===== config.mk =====
export PLATFORM = sky130hd
export DESIGN_NAME = sdram_stream_reader
export DESIGN_NICKNAME = d
export VERILOG_FILES = /design/src/rtl/sdram_stream_reader.sv
export SDC_FILE = /design/constraint.sdc
export NUM_CORES = 1
export LEC_CHECK = 0
export ABC_AREA = 1
export CORE_MARGIN = 8
export CORE_UTILIZATION = 45
export DETAILED_ROUTE_END_ITERATION = 8
export PLACE_DENSITY_LB_ADDON = 0.05
export SYNTH_ARGS = -nofsm -noshare
export SYNTH_HDL_FRONTEND = slang
export SYNTH_SLANG_ARGS = --single-unit

===== constraint.sdc =====
create_clock -name clk -period 3.7 [get_ports clk]
set_clock_uncertainty 0.1 [all_clocks]
set_input_delay 0.74 -clock clk [delete_from_list [all_inputs] [get_ports clk]]
set_output_delay 0.74 -clock clk [all_outputs]
set_load 0.01 [all_outputs]

===== src/rtl/sdram_stream_reader.sv =====
// rtl/sdram_stream_reader.sv - pipelined Wishbone block reader with FWFT return FIFO
// Optional ack timeout/abort: define SDRAM_STREAM_RD_TIMEOUT_EN.
module sdram_stream_reader #(
    parameter int AW          = 32,
    parameter int LEN_W       = 16,
    parameter int FIFO_AW     = 4,
    parameter int TIMEOUT_CYC = 1024
) (
    input  logic             clk,
    input  logic             reset,
    input  logic             cmd_start,
    input  logic [AW-1:0]    cmd_addr,
    input  logic [LEN_W-1:0] cmd_len,
    output logic             cmd_busy,
    output logic             cmd_done,
    output logic             cmd_err,
    output logic [AW-1:0]    wbm_address,
    input  logic [15:0]      wbm_readdata,
    output logic             wbm_strobe,
    output logic             wbm_cycle,
    output logic             wbm_write,
    input  logic             wbm_ack,
    input  logic             wbm_stall,
    output logic [15:0]      out_data,
    output logic             out_valid,
    input  logic             out_ready
);
    localparam int DEPTH = 1 << FIFO_AW;
    localparam int CW    = FIFO_AW + 1;

    typedef enum logic [1:0] {IDLE, REQ, WAIT_ACK, DONE} state_t;
    state_t state, state_next;

    logic [AW-1:0]      addr;
    logic [LEN_W-1:0]   reqs_left;
    logic [LEN_W-1:0]   acks_left;
    logic [CW-1:0]      outstanding;
    logic [CW-1:0]      fifo_count;
    logic [FIFO_AW-1:0] wr_ptr;
    logic [FIFO_AW-1:0] rd_ptr;
    logic [15:0]        mem [DEPTH];
    logic [CW:0]        credit;

    logic start_ok;
    logic issue_ok;
    logic taken;
    logic ack_in;
    logic push;
    logic pop;
    logic abort;

    // Requests in flight plus buffered words never exceed FIFO depth, so every ack has a slot.
    assign credit   = {1'b0, outstanding} + {1'b0, fifo_count};
    assign issue_ok = (state == REQ) && (reqs_left != '0) && (credit < (CW+1)'(DEPTH));
    assign taken    = issue_ok && !wbm_stall;
    assign ack_in   = wbm_ack && wbm_cycle;
    assign push     = ack_in && (fifo_count != CW'(DEPTH));
    assign pop      = out_valid && out_ready;
    assign start_ok = cmd_start && !cmd_busy;

    assign wbm_cycle   = (state == REQ) || (state == WAIT_ACK);
    assign wbm_strobe  = issue_ok;
    assign wbm_address = addr;
    assign wbm_write   = 1'b0;
    assign cmd_busy    = wbm_cycle;
    assign cmd_done    = (state == DONE);
    assign out_valid   = (fifo_count != '0);
    assign out_data    = out_valid ? mem[rd_ptr] : '0;

`ifdef SDRAM_STREAM_RD_TIMEOUT_EN
    localparam int TW = $clog2(TIMEOUT_CYC + 1);
    logic [TW-1:0] to_cnt;
    logic          to_inc;
    logic          err_q;

    assign to_inc  = wbm_cycle && (outstanding != '0) && !ack_in;
    assign abort   = to_inc && (to_cnt == TW'(TIMEOUT_CYC - 1));
    assign cmd_err = err_q;

    always_ff @(posedge clk) begin
        if (reset || !to_inc) begin
            to_cnt <= '0;
        end else begin
            to_cnt <= to_cnt + TW'(1);
        end
    end

    always_ff @(posedge clk) begin
        if (reset) begin
            err_q <= 1'b0;
        end else if (start_ok) begin
            err_q <= 1'b0;
        end else if (abort) begin
            err_q <= 1'b1;
        end
    end
`else
    assign abort   = 1'b0;
    assign cmd_err = 1'b0;
`endif

    always_comb begin
        state_next = state;
        case (state)
            IDLE, DONE: begin
                state_next = IDLE;
                if (start_ok) begin
                    state_next = (cmd_len == '0) ? DONE : REQ;
                end
            end
            REQ: begin
                if (abort) begin
                    state_next = DONE;
                end else if (taken && (reqs_left == LEN_W'(1))) begin
                    state_next = WAIT_ACK;
                end
            end
            WAIT_ACK: begin
                if (abort || (ack_in && (acks_left == LEN_W'(1)))) begin
                    state_next = DONE;
                end
            end
            default: state_next = IDLE;
        endcase
    end

    always_ff @(posedge clk) begin
        if (reset) begin
            state       <= IDLE;
            addr        <= '0;
            reqs_left   <= '0;
            acks_left   <= '0;
            outstanding <= '0;
        end else begin
            state <= state_next;
            if (start_ok) begin
                addr        <= cmd_addr;
                reqs_left   <= cmd_len;
                acks_left   <= cmd_len;
                outstanding <= '0;
            end else if (abort) begin
                reqs_left   <= '0;
                acks_left   <= '0;
                outstanding <= '0;
            end else begin
                if (taken) begin
                    addr      <= addr + AW'(1);
                    reqs_left <= reqs_left - LEN_W'(1);
                end
                if (ack_in && (acks_left != '0)) begin
                    acks_left <= acks_left - LEN_W'(1);
                end
                case ({taken, ack_in && (outstanding != '0)})
                    2'b10:   outstanding <= outstanding + CW'(1);
                    2'b01:   outstanding <= outstanding - CW'(1);
                    default: outstanding <= outstanding;
                endcase
            end
        end
    end

    // Abort flushes the FIFO so a failed block never leaks partial data downstream.
    always_ff @(posedge clk) begin
        if (reset || abort) begin
            wr_ptr     <= '0;
            rd_ptr     <= '0;
            fifo_count <= '0;
        end else begin
            if (push) begin
                wr_ptr <= wr_ptr + FIFO_AW'(1);
            end
            if (pop) begin
                rd_ptr <= rd_ptr + FIFO_AW'(1);
            end
            case ({push, pop})
                2'b10:   fifo_count <= fifo_count + CW'(1);
                2'b01:   fifo_count <= fifo_count - CW'(1);
                default: fifo_count <= fifo_count;
            endcase
        end
    end

    always_ff @(posedge clk) begin
        if (push) begin
            mem[wr_ptr] <= wbm_readdata;
        end
    end
endmodule


[After elaboration in Yosys (flattened, before gate mapping)]
Memory sizes are Yosys's and may differ from the RTL's. A register that Yosys moved wholly into a read port is not among the register bits.
Cells that the tools add are included.
Cells by class
  $add $sub $neg: 10
  $lt $le $gt $ge: 1
  equality and inequality tests: 12
  muxes and demuxes: 18
  reductions and logical operators: 27
Operator list (count)
  $mux W16: 5
  $mux W32: 2
  $add A32 B1 Y32 const B: 1
  $eq A16 B1 Y1 const B: 2
  $reduce_bool A16 Y1: 2
  $sub A16 B1 Y16 const B: 2
  $pmux W5 S2: 2
  $logic_not A16 Y1: 1
  $logic_and A1 B1 Y1: 11
  $add A5 B1 Y5 const B: 2
  $reduce_bool A5 Y1: 2
  $sub A5 B1 Y5 const B: 2
  $add A4 B1 Y4 const B: 2
  $eq A2 B2 Y1 const B: 4
  $mux W2: 4
  $mux W4: 2
  $reduce_bool A2 Y1: 4
  $add A5 B5 Y6: 1
  $eq A2 B1 Y1 const B: 3
  $lt A6 B5 Y1 const B: 1
  $pmux W2 S3: 1
  $ne A5 B5 Y1 const B: 1
  $ne A2 B1 Y1 const B: 2
  $reduce_or A2 Y1: 2
  5 further kinds: 7
Word-level totals
  register bits: 84
  bits in writable memories: 256
  input port bits: 70
  output and inout bits: 55
  word-level logic and storage cells: 77
  memories kept: 1
Memories
  mem: depth 16, width 16, read ports 1, clocked after Yosys merged registers in 1, wr ports 1, line 41  | logic [15:0] mem [DEPTH];

[Depth between registers and ports, before layout]
  word-level depth: 7
  depth in mapped cells: 15
  mapped depth without buffers: 15

[Worst setup path before layout]
Ideal clock, no wire load.
  path kind: register -> register
  start point: register state[0]
  end point: memory mem[11][0], enable pin
  setup time: 388 ps
  arrival: 2164 ps
  required time: 3212 ps
  setup slack: 1048 ps
  cell stages (with the launch flop): 10
  buffers on the path: 0
  clock period less this slack: 2652 ps
  cell sequence: dfxtp_1 inv_1 ha_1 inv_1 nand2_1 inv_1 nand2_1 inv_1 nand2_1 nor2_1
On the way
  word-level cells in the longest chain between the ends: 6
  elaborated cells on any way between the ends: 7
  those cells by class: 2 x eq/ne; 2 x mux; 3 x reduce/logical
Ends and longest elaborated chain
  from (decl): line 32  | state_t state, state_next;
  from (signal assigned): line 135  | state <= state_next;
  $eq A2 B1 Y1 or $eq A2 B2 Y1 (tied branches): line 61  | assign wbm_cycle = (state == REQ) || (state == WAIT_ACK);
  $logic_or A1 B1 Y1 (*): line 61
  via cmd_busy: line 14  | output logic cmd_busy,
  $logic_and A1 B1 Y1 (*): line 56  | assign ack_in = wbm_ack && wbm_cycle;
  $logic_and A1 B1 Y1 (*): line 57  | assign push = ack_in && (fifo_count != CW'(DEPTH));
  $mux W1 (*): line 184  | if (push) begin
  $mux W1 (implied by the code) (*): line 185  | mem[wr_ptr] <= wbm_readdata;
  to (decl): line 41
Mark *: on every way through the listed nets, which the timed path passes. The rest lies on a longest branch.

==> impl_metrics.tcl <==
set metrics [dict create \
    finalSetupViolCount 0 \
    syn_area_sq_um 15900 \
    relSlewSlack_pct 48.5 \
    overflow 0 \
    critPathCaptureType "output pin" \
    critPathBufInv 2 \
    arrival_ns 2.78 \
    globalplace.congestion 0.848 \
    layout_commonest_cell "nor2_1" \
    die_h_um 204 \
    cts_buffers 39 \
    wire_per_inst_um 19.3 \
    synth_area_leader_cell "edfxtp_1" \
    io_pins 125 \
    post-route-period-util_pct 97.7 \
    finalNetCount 1865 \
    status "finished clean" \
    cts_tree "yes" \
    post-route-util_pct 54.3 \
    hold_class "register to register" \
    first_iter_violations 658 \
    p_leak_nw 6.83 \
    ys.flop_type "edfxtp_1" \
    detailroute.via_count 12200 \
    grt_pass1_wl_um 68600 \
    slew_violations 0 \
    clock_sinks 344 \
    fin_setup_tns_ns 0 \
    antenna_found_initial 1 \
    startpoint_type "register" \
    die_area_sq_um 41600 \
    clock_path_buffers 3 \
    ir_worst_vdd_uv 660 \
    path_class "register to output pin" \
    cts_htree_levels 2 \
    crit_required_ns 2.86 \
    syn_area_per_cell_sq_um 9.69 \
    ys_types 53 \
    drcViolationCount 0 \
    drive_gt1_share_pct 9.47 \
    async_reset_ff_share_pct 0 \
    critPathMaxFanout 64 \
    hold_viol 0 \
    hpwl_um 27000 \
    core_area_sq_um 35200 \
    clock_latency_ns 0.53 \
    post_drt_via_cell_ratio 5.41 \
    synthTopCellsByArea "edfxtp_1, dfxtp_1, nor2_1, o21ai_0, nand2_1" \
    synth_edf_count 256 \
    synth_warnings 0 \
    cts-root-buf "clkbuf_16" \
    firstDrtPassIters 5 \
    wirelength_um 43500 \
    area_delta_synth_final_pct 20.3 \
    synth_top_area_share_pct 48.3 \
    seq_area_frac_synth_pct 59.4 \
    critPathTopFamily "buffers and inverters" \
    drv_cap 0 \
    ys_seq_elements 344 \
    syn_inst 1642 \
    fmax_mhz 277 \
    min_period_ns 3.62 \
    cts.reportedPaths.clkPinSlew_ns 0.06 \
    rsz0062_at_grt "false" \
    most-common-layout-cells "nor2_1, edfxtp_1, nand2_1, o21ai_0, clkdlybuf4s50_1" \
    slowest_delay_ns 0.62 \
    die_w_um 204 \
    cpMaxStageDelayCell "clkdlybuf4s50_1" \
    grt_max_degree 65 \
    power_density_nw_per_um2 762 \
    first_global_vias 12100 \
    fp-row-count 69 \
    drtAntennaViolNets 0 \
    io_buffers 122 \
    tightest_slew_ns 0.772 \
    initial_utilization_pct 45.2 \
    path_cells "buf_16, o21ai_0, o22ai_1, nor2_1, nor2_1, o21ai_0, a21oi_1, clkdlybuf4s50_1" \
    grt_usage_pct 20.9 \
]
[logic make-up (layout without fill, tap and decap cells)]
| logic type | after synthesis | after routing | share of synthesized area, % |
|---|---|---|---|
| AO/OA/AOI/OAI | 362 | 362 | 13.0 |
| XOR/XNOR | 35 | 35 | 1.93 |
| adder cells (fa/ha/maj) | 27 | 27 | 2.22 |
| buffers and inverters | 168 | 321 | 4.61 |
| flip-flops | 344 | 344 | 59.4 |
| other | 1 | 3 | 0.0236 |
| AND/OR/NAND/NOR | 705 | 705 | 18.8 |
[sequential cells by signal (all words and copies together), names as in the netlist, named ones only]
register     count
fifo_count       5
wbm_address     32
mem            256
wr_ptr           4
rd_ptr           4
acks_left       16
outstanding      5
reqs_left       16
state            2
[layer usage]
metal | up-vias | share of wire [%] | routed length [um] | GRT usage [%]
li1 | 5957 | - | - | -
met1 | 5840 | 44 | 19100 | 27.0
met2 | 348 | 48 | 20900 | 35.6
met3 | 72 | 5.4 | 2340 | 3.30
met4 | 0 | 2.6 | 1150 | 6.66
met5 | - | 0 | 0 | 0
[Yosys cell counts (all sizes together) (2+ instances only)]
master and count:
a211oi 3, o21ai 201, nor2 338, nand3b 9
a21boi 2, fa 2, dfxtp 88, xor2 20
nand2 254, o22ai 20, xnor2 15, nor3 19
buf 29, edfxtp 256, ha 25, clkinv 2
nand3 66, o221ai 44, inv 87, nand4 9
nor3b 2, a21oi 88, nor4 2, clkbuf 50
or2 4, and2 2
[worst paths after layout]
| check | slack [ns] | depth (start not counted) | to | start |
|---|---|---|---|---|
| max | 0.08 | 8 | out_data[2] | register |
| min | 0.36 | 2 | register | rd_ptr[3] |
| max reg2reg | 0.71 | 14 | outstanding[4] | reqs_left[0] |
| min reg2reg | 0.36 | 2 | register | rd_ptr[3] |
[worst register-to-register path: stages, from the launching register on]
cell     delay, ns
dfxtp_1       0.44
inv_1         0.09
ha_1          0.25
nand2_2       0.12
nor2_4        0.08
a21oi_4       0.23
nand3_4       0.21
ha_1          0.33
fa_1          0.42
nand3_1       0.10
nand2_1       0.07
a21oi_1       0.12
o21ai_0       0.12
o21ai_0       0.16
a21oi_1       0.05
[power by group]
part	internal [mW]	switching, mW	total, mW
combinational	2.11	3.41	5.52
clock	2.43	1.57	4.00
sequential	4.58	0.476	5.06
[per-stage QoR]
stage	setup slack (ns)	cells	hold slack [ns]	instance area, sq um	power (mW)
6_report	0.0848	2258	0.363	19100	14.6
3_3_place_gp	0.339	2187	0.351	17700	10.5
5_1_grt	0.00253	2258	0.394	19100	15.5
4_1_cts	0.0210	2257	0.367	19100	14.7
3_5_place_dp	0.347	2187	0.356	17700	10.6
2_1_floorplan	1.05	1643	0.336	15900	8.72
[area by class of cell]
class                           instances  area, sq um
Antenna cell                            1         2.50
Clock buffer                           43          991
Clock inverter                         26          335
Fill cell                            3182        16100
Inverter                               89          349
Multi-Input combinational cell       1131         5790
Sequential cell                       344         9450
Tap cell                              461          577
Timing Repair Buffer                  163         1640
[what timing repair did]
action,4_1_cts,5_1_grt
hold buffers,0,0
pin swaps,0,0
buffers inserted,0,0
gates resized for setup,4,6
gates cloned,1,0
endpoints found under the setup margin,12,12
(Power assumes the default switching activity.)
